## src/rtl/shift_sequencer.sv

```systemverilog
// Round-robin two-requester shift controller driving a single-step shifter.
// Optional rotate support is enabled by defining SHIFT_SEQ_ROTATE_EN.
module shift_sequencer #(
    parameter int WIDTH = 16,
    parameter int AMT_W = 4
) (
    input  logic             clk,
    input  logic             rst,
    input  logic             req0,
    input  logic             req1,
    input  logic             ctrl0,
    input  logic             ctrl1,
    input  logic [AMT_W-1:0] amt0,
    input  logic [AMT_W-1:0] amt1,
    input  logic [WIDTH-1:0] a0,
    input  logic [WIDTH-1:0] a1,
    input  logic             rot0,
    input  logic             rot1,
    output logic             ack0,
    output logic             ack1,
    output logic             busy,
    output logic             done,
    output logic             done_id,
    output logic [WIDTH-1:0] Answer
);

    localparam logic [1:0] IDLE  = 2'd0;
    localparam logic [1:0] SHIFT = 2'd1;
    localparam logic [1:0] DONE  = 2'd2;

    logic [1:0]       state;
    logic [WIDTH-1:0] work;
    logic [WIDTH-1:0] shifted;
    logic [AMT_W-1:0] count;
    logic             dir;
    logic             cur_id;
    logic             last_grant;
    logic             rot_mode;
    logic             grant0;
    logic             grant1;

    // On a tie the requester not served last wins; last_grant resets to 1 so req0 wins first.
    assign grant0 = req0 && (!req1 || last_grant);
    assign grant1 = req1 && (!req0 || !last_grant);

`ifndef SHIFT_SEQ_ROTATE_EN
    logic unused_rot;
    assign unused_rot = rot0 | rot1;
    assign rot_mode   = 1'b0;
`endif

    // dir: 0 = left, 1 = right; the fill bit is 0 unless rotating.
    assign shifted = dir ? {rot_mode & work[0], work[WIDTH-1:1]}
                         : {work[WIDTH-2:0], rot_mode & work[WIDTH-1]};

    assign busy = (state != IDLE);
    assign done = (state == DONE);

    // NOTE: all state uses non-blocking assignments so every register samples pre-edge values.
    always_ff @(posedge clk or posedge rst) begin
        if (rst) begin
            state      <= IDLE;
            work       <= '0;
            count      <= '0;
            dir        <= 1'b0;
            cur_id     <= 1'b0;
            last_grant <= 1'b1;
            ack0       <= 1'b0;
            ack1       <= 1'b0;
            done_id    <= 1'b0;
            Answer     <= '0;
`ifdef SHIFT_SEQ_ROTATE_EN
            rot_mode   <= 1'b0;
`endif
        end else begin
            ack0 <= 1'b0;
            ack1 <= 1'b0;
            case (state)
                IDLE: begin
                    if (grant1) begin
                        work       <= a1;
                        count      <= amt1;
                        dir        <= ctrl1;
                        cur_id     <= 1'b1;
                        last_grant <= 1'b1;
                        ack1       <= 1'b1;
                        state      <= SHIFT;
`ifdef SHIFT_SEQ_ROTATE_EN
                        rot_mode   <= rot1;
`endif
                    end else if (grant0) begin
                        work       <= a0;
                        count      <= amt0;
                        dir        <= ctrl0;
                        cur_id     <= 1'b0;
                        last_grant <= 1'b0;
                        ack0       <= 1'b1;
                        state      <= SHIFT;
`ifdef SHIFT_SEQ_ROTATE_EN
                        rot_mode   <= rot0;
`endif
                    end
                end
                SHIFT: begin
                    if (count != '0) begin
                        work  <= shifted;
                        count <= count - 1'b1;
                    end else begin
                        Answer  <= work;
                        done_id <= cur_id;
                        state   <= DONE;
                    end
                end
                DONE:    state <= IDLE;
                default: state <= IDLE;
            endcase
        end
    end

endmodule

```

## config.mk

```make
export PLATFORM = sky130hd
export DESIGN_NAME = shift_sequencer
export DESIGN_NICKNAME = d
export VERILOG_FILES = /design/src/rtl/shift_sequencer.sv
export SDC_FILE = /design/constraint.sdc
export NUM_CORES = 1
export LEC_CHECK = 0
export CORE_MARGIN = 2
export CORE_UTILIZATION = 33
export CTS_BUF_LIST = sky130_fd_sc_hd__clkbuf_2 sky130_fd_sc_hd__clkbuf_4 sky130_fd_sc_hd__clkbuf_8
export DETAILED_ROUTE_END_ITERATION = 10
export SYNTH_ARGS = -nofsm -noshare
export SYNTH_HDL_FRONTEND = slang
export SYNTH_SLANG_ARGS = --single-unit
```

## constraint.sdc

```tcl
create_clock -name clk -period 3.5 [get_ports clk]
set_clock_uncertainty 0.05 [all_clocks]
set_input_delay 0.7 -clock clk [delete_from_list [all_inputs] [get_ports clk]]
set_output_delay 0.7 -clock clk [all_outputs]
set_load 0.05 [all_outputs]
```

### Word-level counts from Yosys, hierarchy flattened

Index checks and enable logic that the tools add are counted.

| word-level totals | value |
|---|---|
| flip-flop bits (word level) | 44 |
| logic and storage cells | 55 |
| output and inout port bits | 21 |
| bits of input ports | 48 |

| operators by class | value |
|---|---|
| $add $sub $neg | 1 |
| reduce and logical (&&, ||, !) cells | 16 |
| equal/unequal tests | 5 |
| multiplexer cells | 22 |
| bitwise operators | 1 |

Operator list:

| cell | count |
|---|---|
| 16-bit 2-to-1 mux | 4 |
| 16-bit one-hot mux with 2 select lines | 1 |
| 4-bit 2-to-1 mux | 3 |
| 1-bit 2-to-1 mux | 9 |
| 4-bit one-hot mux with 2 select lines | 1 |
| 2-bit 2-to-1 mux | 3 |
| 2-bit AND reduction | 3 |
| 2-bit nonzero test | 3 |
| 2-bit != test, second input constant | 2 |
| 2-bit one-hot mux with 2 select lines | 1 |
| 4-bit nonzero test | 1 |
| 4-bit by 1-bit subtractor with 4-bit output, second input constant | 1 |
| 1-bit logical NOT | 3 |
| 3-bit != test, second input constant | 1 |
| 3-bit AND reduction | 1 |
| 2-bit by 1-bit equality test with 1-bit output, second input constant | 1 |
| 2-bit equality test, second input constant | 1 |
| 1-bit logical AND | 2 |
| 2-bit logical NOT | 1 |
| 1-bit logical OR | 2 |
| 1-bit inverter | 1 |

### Logic depth before layout (Yosys ltp)

Gate-level depths: netlist of the first run.

| depth | value |
|---|---|
| depth in word-level cells | 6 |
| depth in mapped cells | 8 |
| depth with buffers taken out | 7 |

### Worst setup path after synthesis of the first run

OpenSTA, ideal clock, no wires.

| timing | value |
|---|---|
| path kind | reg2reg |
| start point | register count[0] |
| end point | register Answer[0] |
| period minus slack after synthesis | 1,816 ps |
| stages on the path, launching flop included | 7 |
| path slack | 1,684 ps |
| data required time | 3,325 ps |
| arrival | 1,641 ps |
| cell sequence | dfrtp_1 -> inv_1 -> ha_1 -> or4b_4 -> buf_6 -> buf_12 -> mux2_4 |

| between the ends | value |
|---|---|
| word-level cells in the longest chain between the ends | 3 |

Ends and longest elaborated chain:

| element | RTL line | RTL |
|---|---|---|
| from (decl) | 34 | `logic [AMT_W-1:0] count;` |
| from (signal assigned) | 82 | `count <= amt1;` |
| from (signal assigned) | 93 | `count <= amt0;` |
| from (signal assigned) | 107 | `count <= count - 1'b1;` |
| 4-bit nonzero test | 105 | `if (count != '0) begin` |
| 1-bit inverter (no source line) | n/a |  |
| 2-bit AND reduction (no source line) | n/a |  |
| to (signal assigned) | 109 | `Answer <= work;` |
| to (decl) | 24 | `output logic [WIDTH-1:0] Answer` |

No other way between the ends.
A chain may end at the register's enable or synchronous reset.

### Worst setup path after layout of the first run

| timing | value |
|---|---|
| start point | register state[0] |
| end point | output port busy |

| between the ends | value |
|---|---|
| word-level cells in the longest chain between the ends | 1 |

Ends and longest elaborated chain:

| element | RTL line | RTL |
|---|---|---|
| from (decl) | 31 | `logic [1:0] state;` |
| from (signal assigned) | 62 | `state <= IDLE;` |
| from (signal assigned) | 87 | `state <= SHIFT;` |
| from (signal assigned) | 98 | `state <= SHIFT;` |
| 2-bit nonzero test | 56 | `assign busy = (state != IDLE);` |
| to (decl) | 21 | `output logic busy,` |

No other way between the ends.

==> flow_summary.yaml, run 1 <==
power_and_ir_drop:
  p_per_area_nw_per_um2: 987
  ir_drop_uv: 581
  power.total_mw: 3.03
  leakagePower_nw: 1.38
finish:
  fill_cells: 666
  layout.nets: 331
  fin_util: 0.455
  multi_input_area_um2: 1080
  area_delta_synth_final_pct: 34.0
  seqCellArea_um2: 1100
  drive_gt1_frac: 0.128
  antenna_cells: 0
grt:
  grtUsageTotal: 0.154
  grt-ovfl-total: 0
  grt_pass1_vias: 1846
  grt_antenna_before_repair: 0
  grt_start_max_net_pins: 45
  grt_pass1_wl_um: 9170
yosys:
  synth-seq-area-share: 0.480
  synth_cell_types: 37
  syn_area_um2: 2290
  synth_top_area_frac: 0.469
  yosys_warnings: 0
  synth_area_per_cell_um2: 10.4
  synth_area_leaders: "dfrtp_1 47%, mux2i_1 6.5%, mux2_4 5.9%"
  postSynthNetCount: 270
  synthCells: 221
  synth-seq-cells: 44
  synth_area_leader_cell: "dfrtp_1"
cts:
  clk_pin_slew_ns: 0.09
  numCtsBuffers: 5
  clockBufferDepth: 2
  cts_setup_buffers: 0
  cts_tree: "yes"
  cts_root_buffer: "clkbuf_8"
  cts_max_level: 2
  cts_resized: 0
  cts_hold_buf: 0
  clk_latency_ns: 0.29
  numClockSinks: 44
critical_path:
  rrSetupSlack_ns: 1.32
  r2r.worst_path.cells: 8
  start_kind: "flop"
  endpoint: "busy"
  end_kind: "primary output"
  timing.rr.start: "count[1]$_DFFE_PP0P_"
  worstSetupPathType: "reg2out"
  critPathLaunch: "state[0]$_DFFE_PP0P_"
  r2r-end: "work[15]$_DFFE_PP0P_"
  crit_required_ns: 2.75
  crit_fanout: 6
  cp.arrival_ns: 1.89
job:
  maxCapViolCount: 0
place:
  port_buffers: 66
  gp_congestion: 0.805
  dp_hpwl_um: 3740
min_path:
  hold_class: "reg2reg"
route:
  detail-route-antenna-nets: 0
  drt-total-wl_um: 5440
  via_per_inst: 4.99
  drc: 0
  vias: 1807
  first_iter_violations: 97
  routedWlPerCell_um: 15.0
  first_pass_iters: 3
timing:
  rsz0062_at_grt: "false"
  fmax_ghz: 0.379
  hold_violations: 0
  finalSetupViolations: 0
  relSlewSlack: 0.377
  fin_setup_tns_ns: 0
  fin_crit_sh: 0.754
  maxSlewViolCount: 0
  layout_min_cycle_time_ns: 2.64
  tightestPinTransition_ns: 0.933
floorplanning:
  placementRows: 30
  fp.coreArea_um2: 6760
  ios: 69
  die_x_um: 87.4
  initial_core_util: 0.340
  dieArea_um2: 7640
  dieHeight_um: 87.4
run_status:
  outcome: "completed"
[logic make-up (layout without fill, tap and decap cells)]
logic type / count (synthesis) / count (layout) / synth area share
flops: 44 / 44 / 0.480
xor+xnor: 1 / 1 / 0.00382
simple gates: 56 / 56 / 0.112
compound gates: 63 / 63 / 0.176
mux: 34 / 34 / 0.173
buf+inv: 22 / 83 / 0.0496
fa+ha+maj: 1 / 1 / 0.00545
[worst min path at each step]
stage	cells after the start	to	startpoint
2_1_floorplan	2	cur_id$_DFFE_PP0P_	cur_id$_DFFE_PP0P_
3_3_place_gp	2	cur_id$_DFFE_PP0P_	cur_id$_DFFE_PP0P_
3_5_place_dp	1	Answer[7]$_DFFE_PP0P_	Answer[7]$_DFFE_PP0P_
4_1_cts	1	Answer[7]$_DFFE_PP0P_	Answer[7]$_DFFE_PP0P_
5_1_grt	1	Answer[8]$_DFFE_PP0P_	Answer[8]$_DFFE_PP0P_
6_report	1	Answer[7]$_DFFE_PP0P_	Answer[7]$_DFFE_PP0P_
[area by class of cell]
type | instances | share of cell area
well taps | 80 | 0.0326
repair buffers | 69 | 0.222
multi-input cells | 155 | 0.352
clock buffers | 5 | 0.0224
flip-flops and latches | 44 | 0.359
inverters | 7 | 0.00855
clock inverters | 2 | 0.00407
[power breakdown]
group	internal, mW	total [mW]	switching [mW]	leakage [nW]
registers	0.773	1.02	0.251	0.533
logic	0.784	1.70	0.918	0.803
clock network	0.135	0.308	0.172	0.0400
[worst max-delay path: stages, from the launching register on]
cell	delay, ns
dfrtp_1	0.46
nor2_1	0.32
inv_1	0.10
clkdlybuf4s50_1	0.71
[per-layer routing]
metal  vias up  global-route usage  share of wire
met1       854               0.215           0.49
met5         -                   0              0
li1        903                   -              -
met4         0              0.0531          0.020
met3         9              0.0322          0.041
met2        41               0.238           0.45
[registers in the layout, summed over array words and instances (netlist names)]
signal / count
ack1: 1
state: 2
work: 16
last_grant: 1
dir: 1
count: 4
ack0: 1
cur_id: 1
Answer: 16
done_id: 1
[placed cells by master (no fill, tap or decap), types with 2 or more instances in the layout]
cell and n:
a21oi_1 23, a22o_1 15, a31oi_1 2, buf_4 3, clkbuf_8 5, clkdlybuf4s50_1 66, dfrtp_1 43, inv_1 6
mux2_2 10, mux2_4 9, mux2i_1 15, nand2_1 35, nor2_1 9, nor3_1 3, o21ai_0 15
[cell usage after synthesis (all sizes together)]
cell / instances
or3: 1
mux2i: 15
a21boi: 1
nand3: 1
a21bo: 1
nand2: 35
buf: 9
a21oi: 23
nor3b: 1
nor2b: 1
a22o: 15
dfstp: 1
o21ai: 16
a211o: 1
a221oi: 1
dfrtp: 43
nand2b: 1
mux2: 19
o22a: 1
xnor2: 1
a31oi: 2
ha: 1
a21o: 1
inv: 7
nor3: 3
and2b: 1
nor4bb: 1
or4b: 1
a32oi: 1
clkbuf: 6
nor2: 9
nor4: 1
[per-stage QoR]
step / instance area (um^2) / hold slack [ns] / std cells / setup WS, ns
after floorplan: 2290 / 0.413 / 221 / 1.68
after global placement: 2990 / 0.431 / 355 / 0.847
after detailed placement: 2990 / 0.448 / 355 / 0.815
after CTS: 3070 / 0.468 / 362 / 0.838
after global routing: 3070 / 0.484 / 362 / 0.719
final: 3070 / 0.463 / 362 / 0.862
No activity file was read; power rests on OpenSTA's default activity.
==> run 2, diff against run 1 <==
clock period = 2.3 ns   (was 3.5 ns; I/O delays follow)
==> run 2 against run 1 <==
Cell count rose by 2.5%. Count of clock-buffer cells in the layout grew 2. Power up 61%. Clock power rose by 110%. First-iteration DRC count is 19% lower. Critical path depth stayed put. Non-clock buffer count grew 8. Register-to-register slack got worse by 0.91 ns. Hold slack got worse by 0.0010 ns. Routed wire length grew 2.9%. Highest routed layer unchanged. Utilization increased by 1.9 points. Sequential power up 46%.
==> flow_summary.yaml, run 2 (synthesized netlist as in run 1, its figures left out) <==
cts:
  cts_hold_buf: 0
  clk_latency_ns: 0.29
  clockBufferDepth: 2
  cts_max_level: 2
  clk_pin_slew_ns: 0.08
  cts_root_buffer: "clkbuf_8"
  cts_setup_buffers: 0
  numClockSinks: 44
  numCtsBuffers: 5
  cts_resized: 0
  cts_tree: "yes"
grt:
  grt_pass1_vias: 1856
  grt_antenna_before_repair: 0
  grt_start_max_net_pins: 36
  grt-ovfl-total: 0
  grtUsageTotal: 0.152
  grt_pass1_wl_um: 9020
route:
  detail-route-antenna-nets: 0
  first_iter_violations: 79
  vias: 1856
  routedWlPerCell_um: 15.1
  drc: 0
  drt-total-wl_um: 5600
  via_per_inst: 5.00
  first_pass_iters: 4
timing:
  worst_slack_ns: 0.130
  finalSetupViolations: 0
  fmax_ghz: 0.461
  fin_crit_sh: 0.943
  rsz0062_at_grt: "false"
  hold_violations: 0
  layout_min_cycle_time_ns: 2.17
  maxSlewViolCount: 0
  tightestPinTransition_ns: 0.524
  fin_setup_tns_ns: 0
  relSlewSlack: 0.650
finish:
  fin_util: 0.474
  reg.largest.list: "Answer x16, work x16, count x4"
  area_delta_synth_final_pct: 39.5
  layout.nets: 339
  layout_commonest_cell: "clkdlybuf4s50_1"
  drive_gt1_frac: 0.158
  antenna_cells: 0
  final_cell_mix: "65 x clkdlybuf4s50_1, 43 x dfrtp_1, 35 x nand2_1"
place:
  dp_hpwl_um: 4020
  port_buffers: 66
  detailedPlace.worstSlack_ns: 0.157
  gp_congestion: 0.820
power_and_ir_drop:
  power_switching_mw: 2.06
  p_sw_frac: 0.423
  p_int_mw: 2.81
  clkPwrFrac: 0.132
  p_per_area_nw_per_um2: 1520
  leakagePower_nw: 1.45
  comb_power_share: 0.562
  seq_power_share: 0.307
  ir_drop_uv: 524
critical_path:
  start_kind: "flop"
  crit_fanout: 5
  end_kind: "primary output"
  cp.arrival_ns: 1.66
  slowest_delay_ns: 0.80
  rrSetupSlack_ns: 0.41
  crit_required_ns: 1.79
  path_cells: "nor2_1, inv_1, clkdlybuf4s50_1"
  worstSetupPathType: "reg2out"
  cpMaxStageDelayCell: "clkdlybuf4s50_1"
floorplanning:
  fp.coreArea_um2: 6760
  initial_core_util: 0.340
  ios: 69
  placementRows: 30
  die_x_um: 87.4
  dieArea_um2: 7640
  dieHeight_um: 87.4
min_path:
  hold_class: "reg2reg"
run_status:
  outcome: "completed"
job:
  maxCapViolCount: 0
==> run 2: cell count changes in the layout (fill, tap and decap cells not counted), sizes merged <==
cell	before	now
clkinv	1	0
clkbuf	5	7
buf	3	12
bufinv	0	1
clkinvlp	1	0
clkdlybuf4s50	66	65
==> run 2: layout make-up <==
type	count	area (um^2)
fillers	653	3550
flip-flops and latches	44	1100
multi-input cells	155	1080
repair buffers	77	766
well taps	80	100
clock buffers	7	96.3
clock inverters	1	30.0
inverters	7	26.3
==> run 2: routing by layer <==
| layer | vias to the layer above | part of all wire | global-route usage |
|---|---|---|---|
| li1 | 918 | - | - |
| met1 | 889 | 0.47 | 0.209 |
| met2 | 45 | 0.47 | 0.243 |
| met3 | 4 | 0.048 | 0.0341 |
| met4 | 0 | 0.012 | 0.0392 |
| met5 | - | 0 | 0 |
==> run 2: per-stage QoR <==
step,std cells,power [mW],instance area (um^2),hold WS [ns]
2_1_floorplan,221,3.48,2290,0.413
3_3_place_gp,363,4.21,3080,0.434
3_5_place_dp,363,4.27,3080,0.443
4_1_cts,371,4.92,3200,0.467
5_1_grt,371,5.23,3200,0.474
6_report,371,4.87,3200,0.462
==> run 2: power by group through the flow <==
stage	Combinational [mW]	Clock, mW	Sequential (mW)
after floorplan	1.54	0	1.94
after global placement	2.71	0	1.50
after detailed placement	2.76	0	1.51
after CTS	2.77	0.660	1.49
after global routing	2.98	0.696	1.56
final	2.74	0.643	1.49
==> run 2: final timing paths <==
check,start,endpoint,cells after the start
max in group asynchronous,rst,work[7]$_DFFE_PP0P_,3
min in group asynchronous,rst,Answer[6]$_DFFE_PP0P_,2
hold reg to reg,Answer[8]$_DFFE_PP0P_,Answer[8]$_DFFE_PP0P_,1
hold / removal,Answer[8]$_DFFE_PP0P_,Answer[8]$_DFFE_PP0P_,1
setup reg to reg,count[0]$_DFFE_PP0P_,count[0]$_DFFE_PP0P_,6
setup / recovery,state[1]$_DFFE_PP0P_,busy,3
==> run 2: critical path: cells and delay by family, from the launching register on <==
| family | cells | cell delay (ns) |
|---|---|---|
| flops | 1 | 0.42 |
| buf+inv | 2 | 0.87 |
| simple gates | 1 | 0.08 |
==> run 3, diff against run 2 <==
ABC_CLOCK_PERIOD_IN_PS = 2300   (was not set)
==> results of run 3 <==
Same layout as run 2: the final DEF is identical, and so are final timing and power.
